<file path="config.mk">
export PLATFORM = sky130hd
export DESIGN_NAME = fetch
export DESIGN_NICKNAME = d
export VERILOG_FILES = /design/src/rtl/fetch_pkg.sv /design/src/rtl/fetch_btb.sv /design/src/rtl/fetch.sv
export SDC_FILE = /design/constraint.sdc
export NUM_CORES = 2
export LEC_CHECK = 0
export BUFFER_PORTS_ARGS = -buffer_cell sky130_fd_sc_hd__clkbuf_2
export CAP_MARGIN = 20
export CORE_MARGIN = 10
export CORE_UTILIZATION = 30
export DETAILED_ROUTE_END_ITERATION = 12
export SYNTH_ARGS = -nofsm -noshare
export SYNTH_HDL_FRONTEND = slang
export SYNTH_SLANG_ARGS = --single-unit
</file>
<file path="constraint.sdc">
create_clock -name clk -period 4.48 [get_ports clk]
set_input_delay 0.224 -clock clk [delete_from_list [all_inputs] [get_ports clk]]
set_output_delay 0.224 -clock clk [all_outputs]
set_load 0.02 [all_outputs]
</file>
<file path="src/rtl/fetch_pkg.sv">
// Shared fetch-stage definitions: NOP word, instruction size, BTB counter states
// and the pc/instr/prediction slot carried by the hold buffer and output registers.
package fetch_pkg;

  localparam logic [63:0] NOP         = 64'h0;
  localparam logic [63:0] INSTR_BYTES = 64'd8;

  typedef enum logic [1:0] {
    CTR_STRONG_NT = 2'b00,
    CTR_WEAK_NT   = 2'b01,
    CTR_WEAK_T    = 2'b10,
    CTR_STRONG_T  = 2'b11
  } ctr_e;

  typedef struct packed {
    logic        valid;
    logic [63:0] pc;
    logic [63:0] instr;
    logic        pred;
  } fetch_slot_t;

  function automatic ctr_e ctr_inc(ctr_e c);
    logic [1:0] v;
    v = c;
    return (c == CTR_STRONG_T) ? c : ctr_e'(v + 2'b01);
  endfunction

  function automatic ctr_e ctr_dec(ctr_e c);
    logic [1:0] v;
    v = c;
    return (c == CTR_STRONG_NT) ? c : ctr_e'(v - 2'b01);
  endfunction

endpackage

</file>
<file path="src/rtl/fetch_btb.sv">
// Direct-mapped BTB: combinational lookup, one-cycle synchronous update; lookups
// during an update of the same index see the old entry. No backpressure.
module btb
  import fetch_pkg::*;
#(
  parameter int ENTRIES = 16
) (
  input  logic        clk,
  input  logic        reset_n,
  input  logic [63:0] lookup_pc,
  output logic        hit,
  output logic        taken,
  output logic [63:0] target,
  input  logic        update,
  input  logic [63:0] update_pc,
  input  logic        update_taken,
  input  logic [63:0] update_target
);

  localparam int IW = $clog2(ENTRIES);
  localparam int TW = 64 - 3 - IW;

  logic [ENTRIES-1:0] valid_q;
  logic [TW-1:0]      tag_q    [ENTRIES];
  logic [63:0]        target_q [ENTRIES];
  ctr_e               ctr_q    [ENTRIES];

  logic [IW-1:0] lk_idx;
  logic [IW-1:0] up_idx;
  logic          up_hit;
  logic          unused_low_bits;

  assign lk_idx = lookup_pc[3+IW-1:3];
  assign up_idx = update_pc[3+IW-1:3];

  assign hit    = valid_q[lk_idx] && (tag_q[lk_idx] == lookup_pc[63:3+IW]);
  assign taken  = hit && ctr_q[lk_idx][1];
  assign target = target_q[lk_idx];

  assign up_hit = valid_q[up_idx] && (tag_q[up_idx] == update_pc[63:3+IW]);

  assign unused_low_bits = ^{lookup_pc[2:0], update_pc[2:0]};

  always_ff @(posedge clk or negedge reset_n) begin
    if (!reset_n) begin
      valid_q <= '0;
    end else if (update && update_taken && !up_hit) begin
      valid_q[up_idx] <= 1'b1;
    end
  end

  // Payload needs no reset: it is only observed through a set valid bit.
  always_ff @(posedge clk) begin
    if (update) begin
      if (update_taken) begin
        tag_q[up_idx]    <= update_pc[63:3+IW];
        target_q[up_idx] <= update_target;
        ctr_q[up_idx]    <= up_hit ? ctr_inc(ctr_q[up_idx]) : CTR_WEAK_T;
      end else if (up_hit) begin
        ctr_q[up_idx]    <= ctr_dec(ctr_q[up_idx]);
      end
    end
  end

endmodule

</file>
<file path="src/rtl/fetch.sv">
// Fetch stage: PC, BTB prediction, retrying imem reads, one-entry hold buffer, registered
// output (1-cycle latency). Stall parks one response in the hold buffer; redirect overrides all.
module fetch
  import fetch_pkg::*;
#(
  parameter logic [63:0] RESET_VECTOR = 64'h0,
  parameter int          BTB_ENTRIES  = 16
) (
  input  logic        clk,
  input  logic        reset_n,
  input  logic        stall_in,
  input  logic        redirect_in,
  input  logic [63:0] redirect_pc_in,
  input  logic        bp_update_in,
  input  logic [63:0] bp_pc_in,
  input  logic        bp_taken_in,
  input  logic [63:0] bp_target_in,
  output logic [63:0] imem_addr_out,
  output logic        imem_read_out,
  input  logic        imem_ready_in,
  input  logic [63:0] imem_data_in,
  output logic        flush_out,
  output logic        valid_out,
  output logic [63:0] pc_out,
  output logic [63:0] instr_out,
  output logic        branch_predicted_taken_out
);

  localparam fetch_slot_t BUBBLE = '{valid: 1'b0, pc: 64'h0, instr: NOP, pred: 1'b0};

  logic [63:0] pc_q;
  logic        hold_full_q;
  fetch_slot_t hold_q;
  fetch_slot_t out_q;

  logic        pred_hit;
  logic        pred_taken;
  logic [63:0] pred_target;
  logic        accept;
  logic [63:0] next_pc;
  fetch_slot_t resp;

  btb #(.ENTRIES(BTB_ENTRIES)) u_btb (
    .clk           (clk),
    .reset_n       (reset_n),
    .lookup_pc     (pc_q),
    .hit           (pred_hit),
    .taken         (pred_taken),
    .target        (pred_target),
    .update        (bp_update_in),
    .update_pc     (bp_pc_in),
    .update_taken  (bp_taken_in),
    .update_target (bp_target_in)
  );

  // A full hold buffer blocks new reads so a second response can never be lost.
  assign imem_read_out = reset_n & ~hold_full_q & ~redirect_in;
  assign imem_addr_out = pc_q;
  assign flush_out     = redirect_in;
  assign accept        = imem_read_out & imem_ready_in;
  assign next_pc       = pred_taken ? pred_target : pc_q + INSTR_BYTES;

  always_comb begin
    resp       = BUBBLE;
    resp.valid = 1'b1;
    resp.pc    = pc_q;
    resp.instr = imem_data_in;
    resp.pred  = pred_taken;
  end

  always_ff @(posedge clk or negedge reset_n) begin
    if (!reset_n) begin
      pc_q        <= RESET_VECTOR;
      hold_full_q <= 1'b0;
      hold_q      <= BUBBLE;
      out_q       <= BUBBLE;
    end else if (redirect_in) begin
      pc_q        <= redirect_pc_in;
      hold_full_q <= 1'b0;
      out_q       <= BUBBLE;
    end else if (!stall_in) begin
      if (hold_full_q) begin
        out_q       <= hold_q;
        hold_full_q <= 1'b0;
      end else if (accept) begin
        out_q <= resp;
        pc_q  <= next_pc;
      end else begin
        out_q <= BUBBLE;
      end
    end else if (accept) begin
      hold_q      <= resp;
      hold_full_q <= 1'b1;
      pc_q        <= next_pc;
    end
  end

  assign valid_out                  = out_q.valid;
  assign pc_out                     = out_q.pc;
  assign instr_out                  = out_q.instr;
  assign branch_predicted_taken_out = out_q.pred;

  logic unused_hit;
  assign unused_hit = pred_hit;

endmodule

</file>
==> impl_metrics.ini <==
[drt]
drt-total-wl_mm = 363.2
dr.pass1.iters = 10
wl_per_cell_um = 32.89
drt_iter0_drc = 9182
num_vias = 62120
drtAntennaViolNets = 0
vias_per_cell = 5.625
drc_errors = 0

[placement]
gp_congestion = 0.9202
dpl.hpwl_mm = 241.7
io_buffers = 455

[floorplan]
die_width_um = 596.3
fp.dieArea_mm2 = 0.3555
ios = 459
start_util_pct = 30.14
rows = 211
fp.dieH_um = 596.3
design.core.area_mm2 = 0.3305

[synth]
netlist_area_mm2 = 0.09963
synthArstFlopShare_pct = 14.77
syn-instance-count = 5421
synth_flop_cell = edfxtp_1
synth.top_cell.area_share_pct = 59.32
syn_nets = 5685
ys_warn_count = 0
ys_types = 85
synthTopCellsByArea = edfxtp_1, mux4_2, dfrtp_1, mux2i_1, mux2_2
ys_seq_elements = 2309
synth_edf_count = 1968
yosysSeqAreaShare_pct = 67.88
avgSynthCellArea_um2 = 18.38
synth_top_area_cell = edfxtp_1

[critical_path]
worst_path_most_repeated_cell = buf_12
critPathCaptureType = flop
cp.arrival_ps = 5230
cp_max_fo = 15
crit_path_cell_trace = buf_12 > buf_12 > buf_12 > mux2_2 > o22ai_1 > nor3_1 > nor4_1 > a21oi_1 > nor4_2 > buf_4 > nand4b_4 > buf_4 > or4_4 > o211ai_2
crit_family = simple AND/OR/NAND/NOR gates
slowest_stage = or4_4
critPathKind = flop to flop
critPathRequiredTime_ps = 5230
cpPeakStageDelay_ps = 590
cp-start-kind = flop
r2r_slack_ps = 3
critPathBufInv = 5

[sta]
fin_crit_ps = 4477
fin_hold_ws_ps = 53.14
slew_headroom_pct = 21.67
hold_violations = 0
worst_pin_slew_ps = 1172
fin_skew_ps = 133.5
setup_viol_count_final = 0
period_share_pct = 99.93
fmax_mhz = 223.4
maxSlewViolCount = 0

[cts]
clk_pin_slew_worst_paths_ps = 60
clkSinkCount = 2309
insertion_delay_ps = 960
cts_htree_levels = 4
clock_path_buffers = 4
cts_made_buffers = 240
cts_root_buf = clkbuf_16
cts_tree = built

[cells_and_area]
drive_gt1_share_pct = 33.85
syn2layout_area_growth_pct = 22.31
fin_util_pct = 36.87
layout.area.seq_mm2 = 0.06764
final_common_cell = edfxtp_1
nets = 6713
multi_input_area_mm2 = 0.02972
fill_cells = 30540
final_cell_mix = edfxtp_1, mux4_2, clkbuf_2

[status]
status = finished, final reports clean

[worst_hold_path]
min_path_type = input port to flop

[grt]
grt_pass1_vias = 61380
grt_overflow = 0
grt_use_total_pct = 19.51
grt_max_degree = 161
antenna_found_initial = 89
grt_pass1_wl_mm = 499.6

[job]
drv_cap = 0

[power]
leakagePower_nw = 42.36
worst_ir_drop_vdd_uv = 337.1
powerDensity_mw_per_mm2 = 433.7
[cell families (layout without fill, tap and decap cells)]
group / count (synthesis) / after routing / share of synthesized area, %
other cells: 0 / 28 / 0
flops: 2309 / 2309 / 67.88
fa+ha+maj: 2 / 2 / 0.02260
xor+xnor: 137 / 137 / 1.204
simple gates: 668 / 668 / 3.336
buf+inv: 586 / 1814 / 2.611
compound gates: 641 / 641 / 4.835
mux: 1078 / 1078 / 20.11
[flip-flops by register name, indices dropped and copies added, names as in the netlist]
| signal | flops |
|---|---|
| valid_out | 1 |
| hold_q | 130 |
| imem_addr_out | 64 |
| u_btb.tag_q | 912 |
| hold_full_q | 1 |
| u_btb.ctr_q | 32 |
| instr_out | 64 |
| u_btb.valid_q | 16 |
| pc_out | 64 |
| branch_predicted_taken_out | 1 |
| u_btb.target_q | 1024 |
[through the flow]
step	cells	setup TNS, ps	cell area, um2	power, mW	setup WS (ps)
floorplan	5421	-1295280	99690	28.68	-1058
global placement	10260	-67810	110300	31.95	-835.5
detailed placement	10260	-26710	110300	32.06	-635.0
CTS	10980	0	121300	52.89	16.86
global route	11030	-250.4	121800	54.30	-62.24
finish	11040	0	121900	52.86	3.121
[final timing paths]
| check | from | end | depth (start not counted) |
|---|---|---|---|
| worst max register to register | imem_addr_out[3] | imem_addr_out[34] | 14 |
| max in group asynchronous | reset_n | instr_out[37] | 4 |
| min in group asynchronous | reset_n | u_btb.valid_q[14] | 3 |
| worst min-delay path | imem_ready_in | imem_addr_out[54] | 6 |
| worst max-delay path | imem_addr_out[3] | imem_addr_out[34] | 14 |
| worst min register to register | hold_q[56] | instr_out[55] | 2 |
[where the power goes]
part / leakage (nW) / internal [mW] / switching, mW
clock network: 3.99 / 12.0 / 8.66
registers: 22.1 / 24.0 / 0.519
logic: 16.3 / 3.24 / 4.45
[timing repair]
| action | in CTS | in global routing |
|---|---|---|
| buffers inserted | 6 | 31 |
| hold endpoints to repair | 2184 | 0 |
| setup endpoints to repair | 81 | 64 |
| hold buffers | 276 | 0 |
| pin swaps | 0 | 4 |
| resized for setup | 8 | 31 |
| gates cloned | 1 | 2 |
[synthesized netlist by cell type, types with 52 or more instances]
| cell | number |
|---|---|
| inv_1 | 162 |
| dfrtp_1 | 341 |
| mux4_2 | 723 |
| o22ai_1 | 62 |
| nand2_1 | 243 |
| xnor2_1 | 120 |
| a21oi_1 | 100 |
| o21ai_0 | 68 |
| clkbuf_1 | 248 |
| o211ai_1 | 52 |
| nor2_1 | 105 |
| nand4_1 | 80 |
| edfxtp_1 | 1968 |
| a222oi_1 | 129 |
| a22oi_1 | 58 |
| mux2i_1 | 198 |
| buf_2 | 100 |
| mux2_2 | 152 |
[layer usage]
metal	track usage [%]	vias to the layer above	part of all wire (%)
met1	25.86	33080	39
met5	0	-	0.12
met4	8.506	62	5.3
li1	-	24530	-
met2	30.08	3697	45
met3	5.370	758	11
[worst register-to-register path, cell delays in order, from the launching register on]
cell and delay [ps]:
dfrtp_4 560, buf_12 210, buf_12 200, buf_12 190, mux2_2 370, o22ai_1 490
nor3_1 160, nor4_1 410, a21oi_1 120, nor4_2 280, buf_4 160, nand4b_4 210
buf_4 260, or4_4 590, o211ai_2 100
[area by class of cell]
| cell class | instances | share of cell area [%] |
|---|---|---|
| Sequential cell | 2309 | 55.51 |
| Timing Repair Buffer | 1208 | 8.381 |
| Inverter | 164 | 0.5093 |
| Tap cell | 4366 | 4.483 |
| Clock buffer | 311 | 5.405 |
| Multi-Input combinational cell | 2526 | 24.39 |
| Clock inverter | 131 | 1.260 |
| Antenna cell | 28 | 0.05750 |
(Power assumes the default switching activity.)
